[src/rtl/hi_pkg.sv]
// Shared constants for the HF reader correlator and its on-chip SSP consumers.
// Both sides use these to agree on word width, I/Q byte packing and minor modes.
package hi_pkg;

    localparam int unsigned SSP_WORD_W = 16;

    // I (or amplitude) byte is sent first, so it lands in the upper half.
    localparam int unsigned I_MSB = 15;
    localparam int unsigned I_LSB = 8;
    localparam int unsigned Q_MSB = 7;
    localparam int unsigned Q_LSB = 0;

    localparam logic [2:0] MINOR_MODE_RX_XCORR     = 3'd0;
    localparam logic [2:0] MINOR_MODE_RX_AMPLITUDE = 3'd1;
    localparam logic [2:0] MINOR_MODE_RX_IQ        = 3'd2;
    localparam logic [2:0] MINOR_MODE_TX           = 3'd3;

    typedef struct packed {
        logic [7:0] i_byte;
        logic [7:0] q_byte;
    } ssp_word_t;

endpackage

[src/rtl/ssp_word_fifo.sv]
// Synchronous first-word-fall-through FIFO with registered pointers and count.
// A push into a full FIFO is accepted only when a pop frees a slot in the same cycle.
module ssp_word_fifo #(
    parameter int unsigned DEPTH = 8,
    parameter int unsigned WIDTH = 16
) (
    input  logic                     clk,
    input  logic                     rst_n,
    input  logic                     push,
    input  logic                     pop,
    input  logic [WIDTH-1:0]         wdata,
    output logic [WIDTH-1:0]         rdata,
    output logic [$clog2(DEPTH):0]   level,
    output logic                     full,
    output logic                     empty
);

    localparam int unsigned AW = $clog2(DEPTH);

    logic [WIDTH-1:0] mem [DEPTH];
    logic [AW-1:0]    wptr;
    logic [AW-1:0]    rptr;
    logic [AW:0]      count;
    logic             do_push;
    logic             do_pop;

    always_comb begin
        empty   = (count == '0);
        full    = (count == (AW + 1)'(DEPTH));
        do_pop  = pop & ~empty;
        do_push = push & (~full | do_pop);
        rdata   = mem[rptr];
        level   = count;
    end

    always_ff @(posedge clk or negedge rst_n) begin
        if (!rst_n) begin
            for (int unsigned i = 0; i < DEPTH; i++) begin
                mem[i] <= '0;
            end
            wptr  <= '0;
            rptr  <= '0;
            count <= '0;
        end else begin
            if (do_push) begin
                mem[wptr] <= wdata;
                wptr      <= wptr + AW'(1);
            end
            if (do_pop) begin
                rptr <= rptr + AW'(1);
            end
            if (do_push && !do_pop) begin
                count <= count + (AW + 1)'(1);
            end else if (do_pop && !do_push) begin
                count <= count - (AW + 1)'(1);
            end
        end
    end

endmodule

[src/rtl/hi_ssp_capture.sv]
// Deserialises the correlator's SSP stream into 16-bit {I, Q} words and buffers them
// in an FWFT FIFO, tracking dropped words and mid-word frame restarts.
module hi_ssp_capture
    import hi_pkg::*;
#(
    parameter int unsigned DEPTH = 8,
    parameter int unsigned ERR_W = 8
) (
    input  logic                    ck_1356meg,
    input  logic                    rst_n,
    input  logic                    enable,
    input  logic                    ssp_clk,
    input  logic                    ssp_frame,
    input  logic                    ssp_din,
    input  logic                    rd_en,
    output logic [SSP_WORD_W-1:0]   rd_data,
    output logic                    rd_valid,
    output logic [$clog2(DEPTH):0]  level,
    output logic                    overflow,
    input  logic                    clr_ovf,
    output logic [ERR_W-1:0]        frame_err_cnt
);

    logic                  s_clk;
    logic                  s_clk_d;
    logic                  s_frame;
    logic                  s_din;
    logic                  sclk_fall;
    logic [3:0]            bit_cnt;
    logic [SSP_WORD_W-1:0] shreg;
    logic                  push;
    logic                  fifo_full;
    logic                  fifo_empty;
    logic                  pop;

    always_comb begin
        sclk_fall = s_clk_d & ~s_clk;
        rd_valid  = ~fifo_empty;
        pop       = rd_en & rd_valid;
    end

    always_ff @(posedge ck_1356meg or negedge rst_n) begin
        if (!rst_n) begin
            s_clk   <= 1'b0;
            s_clk_d <= 1'b0;
            s_frame <= 1'b0;
            s_din   <= 1'b0;
        end else begin
            s_clk   <= ssp_clk;
            s_clk_d <= s_clk;
            s_frame <= ssp_frame;
            s_din   <= ssp_din;
        end
    end

    // shreg holds the finished word during the push cycle; the next sample is
    // at least four cycles away, so it is safe to feed the FIFO straight from it.
    always_ff @(posedge ck_1356meg or negedge rst_n) begin
        if (!rst_n) begin
            bit_cnt       <= '0;
            shreg         <= '0;
            push          <= 1'b0;
            frame_err_cnt <= '0;
        end else begin
            push <= 1'b0;
            if (!enable) begin
                bit_cnt <= '0;
            end else if (sclk_fall) begin
                if (s_frame) begin
                    shreg   <= {{(SSP_WORD_W - 1){1'b0}}, s_din};
                    bit_cnt <= 4'd1;
                    if (bit_cnt != 4'd0 && frame_err_cnt != '1) begin
                        frame_err_cnt <= frame_err_cnt + ERR_W'(1);
                    end
                end else if (bit_cnt == 4'd15) begin
                    shreg   <= {shreg[SSP_WORD_W-2:0], s_din};
                    push    <= 1'b1;
                    bit_cnt <= 4'd0;
                end else if (bit_cnt != 4'd0) begin
                    shreg   <= {shreg[SSP_WORD_W-2:0], s_din};
                    bit_cnt <= bit_cnt + 4'd1;
                end
            end
        end
    end

    always_ff @(posedge ck_1356meg or negedge rst_n) begin
        if (!rst_n) begin
            overflow <= 1'b0;
        end else if (push && fifo_full && !pop) begin
            overflow <= 1'b1;
        end else if (clr_ovf) begin
            overflow <= 1'b0;
        end
    end

    ssp_word_fifo #(
        .DEPTH (DEPTH),
        .WIDTH (SSP_WORD_W)
    ) u_fifo (
        .clk   (ck_1356meg),
        .rst_n (rst_n),
        .push  (push),
        .pop   (pop),
        .wdata (shreg),
        .rdata (rd_data),
        .level (level),
        .full  (fifo_full),
        .empty (fifo_empty)
    );

endmodule
[config.mk]
export PLATFORM = sky130hd
export DESIGN_NAME = hi_ssp_capture
export DESIGN_NICKNAME = d
export VERILOG_FILES = /design/src/rtl/hi_pkg.sv /design/src/rtl/ssp_word_fifo.sv /design/src/rtl/hi_ssp_capture.sv
export SDC_FILE = /design/constraint.sdc
export NUM_CORES = 1
export LEC_CHECK = 0
export BUFFER_PORTS_ARGS = -buffer_cell sky130_fd_sc_hd__buf_2
export CAP_MARGIN = 20
export CELL_PAD_IN_SITES_DETAIL_PLACEMENT = 2
export CELL_PAD_IN_SITES_GLOBAL_PLACEMENT = 2
export CORE_ASPECT_RATIO = 1.2
export CORE_MARGIN = 1.5
export CORE_UTILIZATION = 49
export CTS_CLUSTER_SIZE = 24
export DETAILED_ROUTE_END_ITERATION = 8
export PLACE_DENSITY_LB_ADDON = 0.1
export SLEW_MARGIN = 10
export SYNTH_ARGS = -nofsm -noshare
export SYNTH_HDL_FRONTEND = slang
export SYNTH_HIERARCHICAL = 1
export SYNTH_SLANG_ARGS = --single-unit
[constraint.sdc]
create_clock -name ck_1356meg -period 5.1 [get_ports ck_1356meg]
set_input_delay 0 -clock ck_1356meg [delete_from_list [all_inputs] [get_ports ck_1356meg]]
set_output_delay 0 -clock ck_1356meg [all_outputs]
set_load 0.005 [all_outputs]
# Yosys cells after proc, flatten, opt, wreduce, memory -nomap -nowiden
# Index checks and enable logic that the tools add are counted.
[word_totals]
regBits = 172
input_bits = 8
out_inout_bits = 30
wordCells = 83
[classes]
n_addsub = 6
n_lt_le_gt_ge = 3
n_eq_ne = 5
muxes = 22
bitwise_logic = 10
n_reduce_logical = 17
[op_table]
columns = ["op", "n"]
rows = [
  ["bitwise mux 128 bit", 1],
  ["two-way mux 16 bit", 6],
  ["binary-select mux 16 bit (select 3 bit)", 1],
  ["demux 16 bit (select 3 bit)", 1],
  ["two-way mux 4 bit", 7],
  ["adder 4 x 1 -> 4 bit, second input constant", 2],
  ["adder 8 x 1 -> 8 bit, second input constant", 1],
  ["equality test 4 bit, second input constant", 2],
  [">= comparator 4 bit, second input constant", 2],
  ["!= test 8 bit, second input constant", 1],
  ["NOT 3 -> 4 bit", 2],
  ["adder 3 x 1 -> 3 bit, second input constant", 2],
  ["logical AND 1 bit", 6],
  ["two-way mux 1 bit", 6],
  ["AND 1 bit", 4],
  ["logical NOT 4 bit", 1],
  ["less-than comparator 4 x 1 -> 1 bit, second input constant", 1],
  ["!= test 4 x 1 -> 1 bit, second input constant", 1],
  ["AND reduction 4 bit", 1],
  ["nonzero test 2 bit", 2],
  ["nonzero test 4 bit", 1],
  ["subtractor 4 x 1 -> 4 bit, second input constant", 1],
  ["logical NOT 1 bit", 3],
  ["NOT 1 bit", 3],
  ["other kinds (5)", 5],
]

# Longest topological paths before layout
[depth]
word_depth = 10
mapped_depth = 11

# By module
# Netlist, hierarchy kept.
[modules_own_cells]
columns = ["module", "instances", "cells_per_inst", "area_each_um2"]
rows = [
  ["ssp_word_fifo", 1, 391, 6625.1],
  ["hi_ssp_capture", 1, 111, 1416.4],
]

# Least setup slack after synthesis
# No wires, ideal clock.
[synth_path]
kind = "register -> register"
from = "reg u_fifo.count[3] (netlist: u_fifo/level[3])"
to = "reg u_fifo.count[3] (netlist: u_fifo/level[3])"
t_arrival_ps = 2889
slack_ps = 2080
stages_incl_launch_ff = 12
path_cell_list = "dfrtp_1 nor4_1 nor2b_1 buf_2 o21ai_0 inv_1 ha_1 inv_1 ha_1 or4_1 o211ai_1 o211ai_1"
[synth_via]
elab_chain_len = 9
word_cells_on_any_way = 17
classes_between = "2 x add/sub; 1 x eq/ne; 2 x mux; 6 x bitwise; 6 x reduce/logical"
[synth_rtl]
columns = ["item", "line", "source"]
rows = [
  ["start, declared", "ssp_word_fifo.sv:23", "logic [AW:0] count;"],
  ["start signal, assigned", "ssp_word_fifo.sv:53", "count <= count + (AW + 1)'(1);"],
  ["start signal, assigned", "ssp_word_fifo.sv:55", "count <= count - (AW + 1)'(1);"],
  ["logical NOT 4 bit *", "ssp_word_fifo.sv:28", "empty = (count == '0);"],
  ["via fifo_empty", "hi_ssp_capture.sv:33", "logic fifo_empty;"],
  ["NOT 1 bit *", "hi_ssp_capture.sv:38", "rd_valid = ~fifo_empty;"],
  ["AND 1 bit *", "hi_ssp_capture.sv:39", "pop = rd_en & rd_valid;"],
  ["via pop", "hi_ssp_capture.sv:34", "logic pop;"],
  ["AND 1 bit *", "ssp_word_fifo.sv:30", "do_pop = pop & ~empty;"],
  ["bitwise OR 1 bit *", "ssp_word_fifo.sv:31", "do_push = push & (~full | do_pop);"],
  ["AND 1 bit *", "ssp_word_fifo.sv:31", ""],
  ["via u_fifo.do_push", "ssp_word_fifo.sv:24", "logic do_push;"],
  ["logical NOT 1 bit", "ssp_word_fifo.sv:54", "end else if (do_pop && !do_push) begin"],
  ["logical AND 1 bit", "ssp_word_fifo.sv:54", ""],
  ["nonzero test 2 bit (no source line)", "--", ""],
]
# Mark *: on every way through the listed nets, which the timed path passes. The rest lies on a longest branch. The select of a mux whose other input is x is not followed.
# A chain may end at the register's enable or synchronous reset.

# Worst setup path after layout
[layout_path]
from = "reg u_fifo.count[0] (netlist: u_fifo/level[0])"
to = "reg u_fifo.count[3] (netlist: u_fifo/level[3])"
# Same word-level chain as after synthesis.

==> flow_summary.ini <==
[sta]
setup_viol = 0
tns_ns = 0
max_freq_ghz = 0.277
finClkSkew_ns = 0.0119
rsz0062_at_grt = false
hold_viol = 0
slew-limit-headroom = 0.281
report.final.slew_viol_count = 0
min_period_ns = 3.62
fin_crit_sh = 0.709
worst_slack_ns = 1.48
tightest_slew_ns = 1.08

[route]
wire_per_inst_um = 25.6
drc = 0
vias = 4490
firstDrtPassIters = 4
vias_per_cell = 5.87
initialDrtViolationCount = 236
wl_mm = 19.6
drt.antenna.violating_nets = 0

[clocking]
insertion_delay_ns = 0.44
htree_levels = 4
cts-root-buf = clkbuf_16
numCtsBuffers = 17
cts_tree = done
cts_buffer_depth = 2
cts_setup_buffers = 0
postCtsResizedCells = 0
clkTransAtPathRegs_ns = 0.07
numClockSinks = 172

[die]
die-height_um = 143
initial_core_util = 0.498
rows = 51
core_mm2 = 0.0161
pin_count = 38
die_width_um = 120
die_area_mm2 = 0.0172

[yosys]
synth_seq_area_share = 0.535
synth.distinct_cells = 52
async_flop_share = 1.00
synth_edf_count = 0
synth_seq_cells = 172
syn_inst = 502
yosysWarningCount = 6
synth.area.top_cells = dfrtp_1 54%, mux2_2 17%, mux4_2 9.0%
synth.avg_cell_area_um2 = 16.0
yosysTopAreaCell = dfrtp_1
synth_ff_type = dfrtp_1
syn_area_mm2 = 0.00804
yosys.area.top_type_share = 0.535
syn_nets = 519

[layout]
final_cell_mix = 171 x dfrtp_1, 118 x mux2_2, 36 x buf_2, 32 x mux4_2, 30 x mux2_4
area_growth_pct = 11.9
final_common_cell = dfrtp_1
nets = 558
insertedDiodeCount = 0
drive_gt1_frac = 0.485
layoutNonFillerInstCount = 765

[worst_hold_path]
hold_depth = 2
min_path_type = in2reg
worstHoldStart = ssp_clk

[worst_setup_path]
r2r_slack_ns = 1.48
critPathCaptureType = flop
crit_start = u_fifo/level[0]
critPathLaunchType = flop
required_ns = 5.40
critPathMaxFanout = 12
worstReg2RegStart = u_fifo/level[0]
path_class = reg2reg
rr_worst_depth = 10
crit_arrival_ns = 3.92

[grt]
grt_pass1_wl_mm = 30.8
grt_pass1_vias = 5216
grtUsageTotal = 0.245
gr-total-overflow = 0
antenna_found_initial = 1
grt_max_degree = 111

[place]
hpwl_mm = 11.2
placedCellCount = 727
place.port_buffers = 37
place_congestion = 0.678
pre_cts_slack_ns = 1.44

[power]
ir_drop_mv = 0.227
power_density_mw_per_mm2 = 310
p_leak_uw = 0.00444

[run_status]
status = finished, final reports clean

[run]
maxCapViolCount = 0
==> repair_timing <==
action	4_1_cts	5_1_grt
hold buffers	6	0
endpoints found under the hold margin	118	0
endpoints found under the setup margin	0	0
==> worst max-delay path, stage by stage (launching register included) <==
cell and delay [ns]:
dfrtp_1 0.52, nor4_1 0.13, nor2b_2 0.81, o21ai_0 0.38
inv_1 0.12, ha_1 0.26, inv_1 0.14, ha_1 0.37
or4_1 0.53, o211ai_1 0.11, o211ai_1 0.11
==> synthesized netlist by cell type, types with 2 or more instances <==
| cell | instances |
|---|---|
| buf_2 | 7 |
| ha_1 | 8 |
| o41ai_1 | 2 |
| nand3_1 | 5 |
| nor2b_1 | 5 |
| or3_1 | 2 |
| o21ai_0 | 4 |
| nand3b_1 | 2 |
| a21oi_1 | 2 |
| o2111ai_4 | 3 |
| clkbuf_1 | 9 |
| inv_1 | 11 |
| mux4_2 | 32 |
| mux2_4 | 30 |
| buf_12 | 3 |
| mux2_2 | 118 |
| xor2_1 | 6 |
| buf_6 | 8 |
| nand2_1 | 7 |
| and4b_1 | 2 |
| xnor2_1 | 7 |
| nor2_1 | 5 |
| o211ai_1 | 3 |
| nor3_1 | 6 |
| dfrtp_1 | 172 |
| o211ai_4 | 3 |
| a22o_1 | 15 |
==> registers in the layout, summed over array words and instances, names as in the netlist <==
signal and count:
bit_cnt 4, u_fifo/rptr 3, s_din 1, shreg 16
s_frame 1, s_clk 1, u_fifo/mem 128, push 1
u_fifo/level 4, frame_err_cnt 8, u_fifo/wptr 3, s_clk_d 1
overflow 1
==> layout make-up <==
cell class                 instances  area [um2]
tap                              212         265
multi-input combinational        291        3470
timing repair buffer              48         309
inverter                          11        41.3
sequential                       172        4310
clock buffer                      20         467
clock inverter                    11         143
fill                            1418        7140
==> report_power, final <==
group	internal, uW	switching, uW
registers	1370	14.8
clock network	805	542
logic	16.7	38.0
total	2190	595
==> final timing paths <==
kind / endpoint
min: s_clk
min reg2reg: s_clk_d
max: u_fifo/level[3]
max in group asynchronous: shreg[2]
max reg2reg: u_fifo/level[3]
min in group asynchronous: u_fifo/mem[62]
==> routing by layer <==
metal / part of all wire / routed length, um / up-vias / track usage
li1: - / - / 1949 / -
met1: 0.41 / 8100 / 2436 / 0.301
met2: 0.54 / 10500 / 74 / 0.426
met3: 0.030 / 585 / 29 / 0.0520
met4: 0.016 / 304 / 2 / 0.0890
met5: 0.00066 / 13 / - / 0
==> cells by family (layout without fill, tap and decap cells) <==
logic type               after synthesis  after routing  synth area share
multiplexers                         182            182             0.314
AO/OA/AOI/OAI                         44             44            0.0576
adder cells (fa/ha/maj)                9              9            0.0149
AND/OR/NAND/NOR                       43             43            0.0313
flip-flops                           172            172             0.535
XOR/XNOR                              13             13            0.0142
buffers and inverters                 39             90            0.0333
==> metrics by stage <==
stage                      util  hold WS, ns  area, um2  total power (uW)
after floorplan               -       -0.296       8040              1420
after global placement    0.514        0.109       8310              1460
after detailed placement  0.514        0.110       8310              1470
after CTS                 0.556        0.186       8970              2820
after global routing      0.558        0.187       9000              2880
final                     0.558        0.199       9000              2790
Power figures use the tool's default switching activity.
